`config.mk`:
```
export PLATFORM = sky130hd
export DESIGN_NAME = if_id_front_flat
export DESIGN_NICKNAME = d
export VERILOG_FILES = /design/src/rtl/if_id_front_pkg.sv /design/src/rtl/if_id_front_if.sv /design/src/rtl/if_id_front_if_id_reg.sv /design/src/rtl/if_id_front.sv /design/src/flat_wrapper.sv
export SDC_FILE = /design/constraint.sdc
export NUM_CORES = 1
export LEC_CHECK = 0
export CAP_MARGIN = 20
export CORE_ASPECT_RATIO = 0.8
export CORE_UTILIZATION = 44
export DETAILED_ROUTE_END_ITERATION = 8
export PLACE_DENSITY = 0.8
export SYNTH_ARGS = -nofsm -noshare
export SYNTH_HDL_FRONTEND = slang
export SYNTH_HIERARCHICAL = 1
export SYNTH_SLANG_ARGS = --single-unit
```
`constraint.sdc`:
```
create_clock -name clk_i -period 5.65 [get_ports clk_i]
set_input_delay 1.4125 -clock clk_i [delete_from_list [all_inputs] [get_ports clk_i]]
set_output_delay 1.4125 -clock clk_i [all_outputs]
set_load 0.05 [all_outputs]
```
`src/rtl/if_id_front_pkg.sv`:
```
`default_nettype none
// ============================================================================
// Package  : cpu_pkg
// Brief    : Shared pipeline types, reset defaults and fetch-action decode.
// Revision : 1.0
// ============================================================================
package cpu_pkg;

    typedef logic [31:0] word_t;

    localparam word_t C_RESET_PC  = 32'h0000_0000;
    localparam word_t C_NOP_INSTR = 32'h0000_0000;

    typedef enum logic [0:0] {
        FETCH = 1'b0,
        MISS  = 1'b1
    } fetch_state_t;

    // Per-cycle pipeline action; the ID/EX control mux uses the same encoding.
    typedef enum logic [1:0] {
        FA_STALL    = 2'd0,
        FA_REDIRECT = 2'd1,
        FA_MISS     = 2'd2,
        FA_ADVANCE  = 2'd3
    } fetch_act_t;

    // pc_write=1 with if_id_write=0 on an advancing cycle has no meaning, so it
    // is folded into the stall case.
    function automatic fetch_act_t fetch_decide(
        input logic pc_write,
        input logic if_id_write,
        input logic redirect,
        input logic instr_valid
    );
        if (!pc_write)         return FA_STALL;
        else if (redirect)     return FA_REDIRECT;
        else if (!instr_valid) return FA_MISS;
        else if (!if_id_write) return FA_STALL;
        else                   return FA_ADVANCE;
    endfunction

endpackage
`default_nettype wire

```
`src/rtl/if_id_front_if.sv`:
```
`default_nettype none
// ============================================================================
// Interface : if_id_front_if
// Brief     : Hazard controls, redirect, imem handshake and IF/ID outputs.
// Revision  : 1.0
// ============================================================================
interface if_id_front_if
    import cpu_pkg::*;
#(
    parameter int CNT_W = 16
);
    logic             pc_write_i;
    logic             if_id_write_i;
    logic             flush_i;
    word_t            branch_target_i;
    logic             jump_i;
    word_t            jump_target_i;
    word_t            instr_i;
    logic             instr_valid_i;
    word_t            pc_o;
    word_t            if_id_pc4_o;
    word_t            if_id_instr_o;
    logic             if_id_valid_o;
    logic             miss_o;
    logic [CNT_W-1:0] stall_cnt_o;
    logic [CNT_W-1:0] miss_cnt_o;

    modport master (
        output pc_write_i, if_id_write_i, flush_i, branch_target_i,
               jump_i, jump_target_i, instr_i, instr_valid_i,
        input  pc_o, if_id_pc4_o, if_id_instr_o, if_id_valid_o,
               miss_o, stall_cnt_o, miss_cnt_o
    );

    modport slave (
        input  pc_write_i, if_id_write_i, flush_i, branch_target_i,
               jump_i, jump_target_i, instr_i, instr_valid_i,
        output pc_o, if_id_pc4_o, if_id_instr_o, if_id_valid_o,
               miss_o, stall_cnt_o, miss_cnt_o
    );
endinterface
`default_nettype wire

```
`src/rtl/if_id_front_if_id_reg.sv`:
```
`default_nettype none
// ============================================================================
// Module   : if_id_reg
// Brief    : Pipeline register (PC+4, instruction, valid) with write enable
//            and synchronous bubble load.
// Revision : 1.0
// ============================================================================
module if_id_reg
    import cpu_pkg::*;
#(
    parameter word_t NOP_INSTR = C_NOP_INSTR
)(
    input  wire logic  clk,
    input  wire logic  rst,
    input  wire logic  i_we,
    input  wire logic  i_bubble,
    input  wire word_t i_pc4,
    input  wire word_t i_instr,
    input  wire logic  i_valid,
    output word_t      o_pc4,
    output word_t      o_instr,
    output logic       o_valid
);
    word_t r_pc4;
    word_t r_instr;
    logic  r_valid;

    // Bubble takes precedence over a plain write.
    always_ff @(posedge clk) begin
        if (rst || i_bubble) begin
            r_pc4   <= '0;
            r_instr <= NOP_INSTR;
            r_valid <= 1'b0;
        end else if (i_we) begin
            r_pc4   <= i_pc4;
            r_instr <= i_instr;
            r_valid <= i_valid;
        end
    end

    assign o_pc4   = r_pc4;
    assign o_instr = r_instr;
    assign o_valid = r_valid;
endmodule
`default_nettype wire

```
`src/rtl/if_id_front.sv`:
```
`default_nettype none
// ============================================================================
// Module   : if_id_front
// Brief    : Fetch front end: PC register, next-PC select, imem handshake and
//            IF/ID register, with hazard-stall and imem-miss counters.
// Revision : 1.0
// ============================================================================
module if_id_front
    import cpu_pkg::*;
#(
    parameter word_t RESET_PC  = C_RESET_PC,
    parameter word_t NOP_INSTR = C_NOP_INSTR,
    parameter int    CNT_W     = 16
)(
    input  wire logic     clk_i,
    input  wire logic     rst_i,
    if_id_front_if.slave  bus
);
    localparam logic [CNT_W-1:0] C_CNT_MAX = '1;
    localparam logic [CNT_W-1:0] C_CNT_ONE = {{(CNT_W-1){1'b0}}, 1'b1};

    word_t            r_pc;
    fetch_state_t     r_state;
    logic [CNT_W-1:0] r_stall_cnt;
    logic [CNT_W-1:0] r_miss_cnt;

    fetch_act_t   w_act;
    word_t        w_pc_next;
    word_t        w_pc4;
    fetch_state_t w_state_next;
    logic         w_ifid_we;
    logic         w_ifid_bubble;
    logic         w_redirect;
    logic         w_illegal;

    assign w_redirect = bus.flush_i | bus.jump_i;
    assign w_pc4      = r_pc + 32'd4;
    assign w_illegal  = bus.pc_write_i & ~bus.if_id_write_i & ~w_redirect & bus.instr_valid_i;

    always_comb begin
        w_act         = fetch_decide(bus.pc_write_i, bus.if_id_write_i,
                                     w_redirect, bus.instr_valid_i);
        w_pc_next     = r_pc;
        w_state_next  = r_state;
        w_ifid_we     = 1'b0;
        w_ifid_bubble = 1'b0;
        unique case (w_act)
            FA_STALL: begin
                w_ifid_bubble = bus.if_id_write_i;
            end
            FA_REDIRECT: begin
                w_pc_next     = bus.flush_i ? bus.branch_target_i : bus.jump_target_i;
                w_ifid_bubble = 1'b1;
                w_state_next  = FETCH;
            end
            FA_MISS: begin
                w_ifid_bubble = bus.if_id_write_i;
                w_state_next  = MISS;
            end
            FA_ADVANCE: begin
                w_pc_next     = w_pc4;
                w_ifid_we     = 1'b1;
                w_state_next  = FETCH;
            end
        endcase
    end

    always_ff @(posedge clk_i) begin
        if (rst_i) begin
            r_pc        <= RESET_PC;
            r_state     <= FETCH;
            r_stall_cnt <= '0;
            r_miss_cnt  <= '0;
        end else begin
            r_pc    <= w_pc_next;
            r_state <= w_state_next;
            if (w_act == FA_STALL && r_stall_cnt != C_CNT_MAX)
                r_stall_cnt <= r_stall_cnt + C_CNT_ONE;
            if (w_act == FA_MISS && r_miss_cnt != C_CNT_MAX)
                r_miss_cnt <= r_miss_cnt + C_CNT_ONE;
            a_hazard_ctl_legal: assert (!w_illegal);
        end
    end

    if_id_reg #(
        .NOP_INSTR (NOP_INSTR)
    ) u_if_id_reg (
        .clk      (clk_i),
        .rst      (rst_i),
        .i_we     (w_ifid_we),
        .i_bubble (w_ifid_bubble),
        .i_pc4    (w_pc4),
        .i_instr  (bus.instr_i),
        .i_valid  (1'b1),
        .o_pc4    (bus.if_id_pc4_o),
        .o_instr  (bus.if_id_instr_o),
        .o_valid  (bus.if_id_valid_o)
    );

    assign bus.pc_o        = r_pc;
    assign bus.miss_o      = (r_state == MISS);
    assign bus.stall_cnt_o = r_stall_cnt;
    assign bus.miss_cnt_o  = r_miss_cnt;
endmodule
`default_nettype wire
```
`src/flat_wrapper.sv`:
```
// flat-port wrapper written by rule: the top's interface ports become plain ports
module if_id_front_flat import cpu_pkg::*;
#(
    parameter word_t RESET_PC  = C_RESET_PC,
    parameter word_t NOP_INSTR = C_NOP_INSTR,
    parameter int    CNT_W     = 16
)
  (clk_i, rst_i, bus_pc_write_i, bus_if_id_write_i, bus_flush_i, bus_branch_target_i, bus_jump_i, bus_jump_target_i, bus_instr_i, bus_instr_valid_i, bus_pc_o, bus_if_id_pc4_o, bus_if_id_instr_o, bus_if_id_valid_o, bus_miss_o, bus_stall_cnt_o, bus_miss_cnt_o);
  if_id_front_if #(.CNT_W(CNT_W)) bus_i ();
  input  wire logic clk_i;
  input  wire logic rst_i;
  input wire logic [$bits(bus_i.pc_write_i)-1:0] bus_pc_write_i;
  input wire logic [$bits(bus_i.if_id_write_i)-1:0] bus_if_id_write_i;
  input wire logic [$bits(bus_i.flush_i)-1:0] bus_flush_i;
  input wire logic [$bits(bus_i.branch_target_i)-1:0] bus_branch_target_i;
  input wire logic [$bits(bus_i.jump_i)-1:0] bus_jump_i;
  input wire logic [$bits(bus_i.jump_target_i)-1:0] bus_jump_target_i;
  input wire logic [$bits(bus_i.instr_i)-1:0] bus_instr_i;
  input wire logic [$bits(bus_i.instr_valid_i)-1:0] bus_instr_valid_i;
  output wire logic [$bits(bus_i.pc_o)-1:0] bus_pc_o;
  output wire logic [$bits(bus_i.if_id_pc4_o)-1:0] bus_if_id_pc4_o;
  output wire logic [$bits(bus_i.if_id_instr_o)-1:0] bus_if_id_instr_o;
  output wire logic [$bits(bus_i.if_id_valid_o)-1:0] bus_if_id_valid_o;
  output wire logic [$bits(bus_i.miss_o)-1:0] bus_miss_o;
  output wire logic [$bits(bus_i.stall_cnt_o)-1:0] bus_stall_cnt_o;
  output wire logic [$bits(bus_i.miss_cnt_o)-1:0] bus_miss_cnt_o;
  assign bus_i.pc_write_i = bus_pc_write_i;
  assign bus_i.if_id_write_i = bus_if_id_write_i;
  assign bus_i.flush_i = bus_flush_i;
  assign bus_i.branch_target_i = bus_branch_target_i;
  assign bus_i.jump_i = bus_jump_i;
  assign bus_i.jump_target_i = bus_jump_target_i;
  assign bus_i.instr_i = bus_instr_i;
  assign bus_i.instr_valid_i = bus_instr_valid_i;
  assign bus_pc_o = bus_i.pc_o;
  assign bus_if_id_pc4_o = bus_i.if_id_pc4_o;
  assign bus_if_id_instr_o = bus_i.if_id_instr_o;
  assign bus_if_id_valid_o = bus_i.if_id_valid_o;
  assign bus_miss_o = bus_i.miss_o;
  assign bus_stall_cnt_o = bus_i.stall_cnt_o;
  assign bus_miss_cnt_o = bus_i.miss_cnt_o;
  if_id_front #(.RESET_PC(RESET_PC), .NOP_INSTR(NOP_INSTR), .CNT_W(CNT_W)) u_core (.clk_i(clk_i), .rst_i(rst_i), .bus(bus_i));
endmodule
```
==> metrics.yaml <==
floorplan:
  die_width_um: 137.7
  ios: 233
  core_area_um2: 14350
  rows: 39
  start_util_pct: 45.20
  die_height_um: 110.6
  die_area_um2: 15230
worst_setup_path:
  start_kind: "input pin"
  crit_type: "input pin to register"
  cp.arrival_ns: 4.10
  crit_path_max_fanout: 19
  endpoint_kind: "register"
  crit-reg2reg-launch: "u_core/bus.pc_o[2]"
  startpoint: "bus_if_id_write_i"
  r2r_slack_ns: 3.01
  worstPathRequired_ns: 5.93
power_and_ir_drop:
  irDropWorstVdd_mv: 0.1902
  p_total_mw: 2.398
  power.density_nw_per_um2: 254.2
  leakagePower_nw: 3.284
clock_network:
  ctsResizeCount: 0
  clkLatencyLatePin_ns: 0.40
  cts_tree: "built"
  postCtsSetupBuffers: 0
  htree_levels: 4
  ctsLongestPathBuffers: 2
  clock-sinks: 130
  clk_pin_slew_ns: 0.06
  cts-root-buf: "clkbuf_16"
  cts_made_buffers: 17
  holdBufCountCts: 0
min_path:
  hp-start: "u_core/u_if_id_reg/o_pc4[1]"
  hold_path.class: "register to register"
run:
  cap_violations: 0
sta:
  finalSetupViolations: 0
  relSlewSlack_pct: 23.84
  fin_worst_skew_ns: 0.008416
  drv_slew: 0
  worst_pin_slew_ns: 1.132
  post-route-min-period_ns: 3.818
  max_freq_mhz: 261.9
  fin_crit_sh_pct: 67.57
  finalSetupTns_ns: 0
  rsz0062_at_grt: "no"
  hold_viol: 0
  setup_slack_ns: 1.832
placement:
  hpwl_um: 13190
  portBuffers: 232
  post-place-cells: 1091
  post-place-ws_ns: 1.452
  gp_congestion: 0.8301
yosys:
  synth_top_cell_by_area: "dfxtp_1"
  syn_area_per_cell_um2: 9.057
  synthDistinctLibCells: 65
  ys_seq_elements: 130
  netlist_area_um2: 6485
  synth_area_leaders: "dfxtp_1 40%, mux2i_1 13%, nor2_1 7.0%"
  synth-async-reset-ratio_pct: 0
  synth_flop_cell: "dfxtp_1"
  synth-edff-count: 0
  synth_nets: 822
  ys_warn_count: 6
  syn_inst: 716
  yosys.area.top_type_share_pct: 40.13
  yosysSeqAreaShare_pct: 40.13
routing:
  ant_nets: 0
  viasPerCell: 5.421
  num_vias: 6082
  route.detailed.wl_per_inst_um: 16.39
  firstDrtPassIters: 5
  drt_iter0_markers: 366
  drc_errors: 0
  drt_wl_total_um: 18380
global_routing:
  grt_usage_pct: 24.06
  grt_pass1_vias: 5594
  grt.overflow.total: 0
  antenna_found_initial: 1
  grt_max_degree: 51
  grt_pass1_wl_um: 28880
final_layout:
  antennaDiodeCount: 0
  instances_no_fill: 1122
  multi_input_area_um2: 3587
  fin_nets: 1032
  area_growth_pct: 45.42
  seq_area_um2: 2603
  fill_cells: 1178
  drive_gt1_share_pct: 8.102
run_status:
  outcome: "finished, final reports clean"
[metal layers]
layer  routed length, µm  share of wire (%)  global-route usage [%]
met5                  13              0.071                       0
met1                8329                 45                   33.18
met3                1762                9.6                   6.612
met4                 207                1.1                   6.087
met2                8070                 44                   36.82
[through the flow]
stage          hold WS (ns)  instance area [µm²]  utilization (%)
3_3_place_gp         0.4723                 8821            61.49
4_1_cts              0.4948                 9430            65.73
2_1_floorplan        0.4886                 6485                -
6_report             0.4902                 9430            65.73
5_1_grt              0.5161                 9430            65.73
3_5_place_dp         0.4809                 8821            61.49
[layout by cell type, fill, tap and decap left out, drive strengths merged, types with 5 or more instances in the layout]
cell and n:
dfxtp 130, buf 9, mux2i 83, a31oi 12, nand3 21, a21oi 24
clkdlybuf4s50 230, o21ai 19, nand2 42, nor2 121, nand3b 6, nand4 15
inv 11, clkbuf 19, o311ai 5, xor2 26, xnor2 21, or3 9
mux2 19, and3 11, nor3 14, and4 9, nor4 6, o211ai 6
[flip-flops by register name, summed over array words and instances (netlist names)]
name and cells:
u_core/bus.miss_cnt_o 16, u_core/bus.miss_o 1, u_core/bus.pc_o 32, u_core/bus.stall_cnt_o 16, u_core/u_if_id_reg/o_instr 32, u_core/u_if_id_reg/o_pc4 32, u_core/u_if_id_reg/o_valid 1
[logic make-up (layout without fill, tap and decap cells)]
logic type,Yosys count,count (layout),share of synthesized area (%)
flip-flops,130,130,40.13
XOR/XNOR,47,47,6.348
multiplexers,102,102,16.11
buffers and inverters,57,279,4.766
adder cells (fa/ha/maj),3,3,0.5789
AND/OR/NAND/NOR,274,274,21.20
other,1,1,0.05783
AO/OA/AOI/OAI,102,102,10.80
[cell type report]
class	count	area share [%]
inverters	9	0.3848
multi-input cells	529	38.04
flip-flops and latches	130	27.60
clock buffers	19	4.803
repair buffers	239	25.08
well taps	184	2.441
clock inverters	12	1.658
[power breakdown]
part	internal, mW	switching [mW]	total, mW
combinational	0.140	0.158	0.298
clock	0.717	0.415	1.13
sequential	0.936	0.0314	0.967
total	1.79	0.605	2.40
[cell usage after synthesis (5+ instances only)]
library cell / instances
nand4_1: 13
nand3_1: 21
xor2_1: 26
o211ai_1: 6
a31oi_1: 12
mux2i_1: 83
or3_1: 9
o21ai_0: 19
buf_6: 10
nand3b_1: 6
and3_1: 11
mux2_2: 19
xnor2_1: 21
o311ai_0: 5
nor3_1: 12
a21oi_1: 22
dfxtp_1: 130
nand2_1: 42
clkbuf_1: 27
inv_1: 8
nor2_1: 121
and4_1: 9
[final timing paths]
check / to / cells after the start
hold reg to reg: u_core/u_if_id_reg/o_pc4[1] / 2
setup reg to reg: u_core/bus.pc_o[30] / 6
hold / removal: u_core/u_if_id_reg/o_pc4[1] / 2
setup / recovery: u_core/bus.pc_o[20] / 6
[critical path: stages]
cell             delay, ns
clkdlybuf4s50_1       0.50
and2_1                0.26
o31ai_4               0.63
nor2b_1               0.89
o21ai_0               0.23
o311ai_0              0.17
Power figures use the tool's default switching activity.
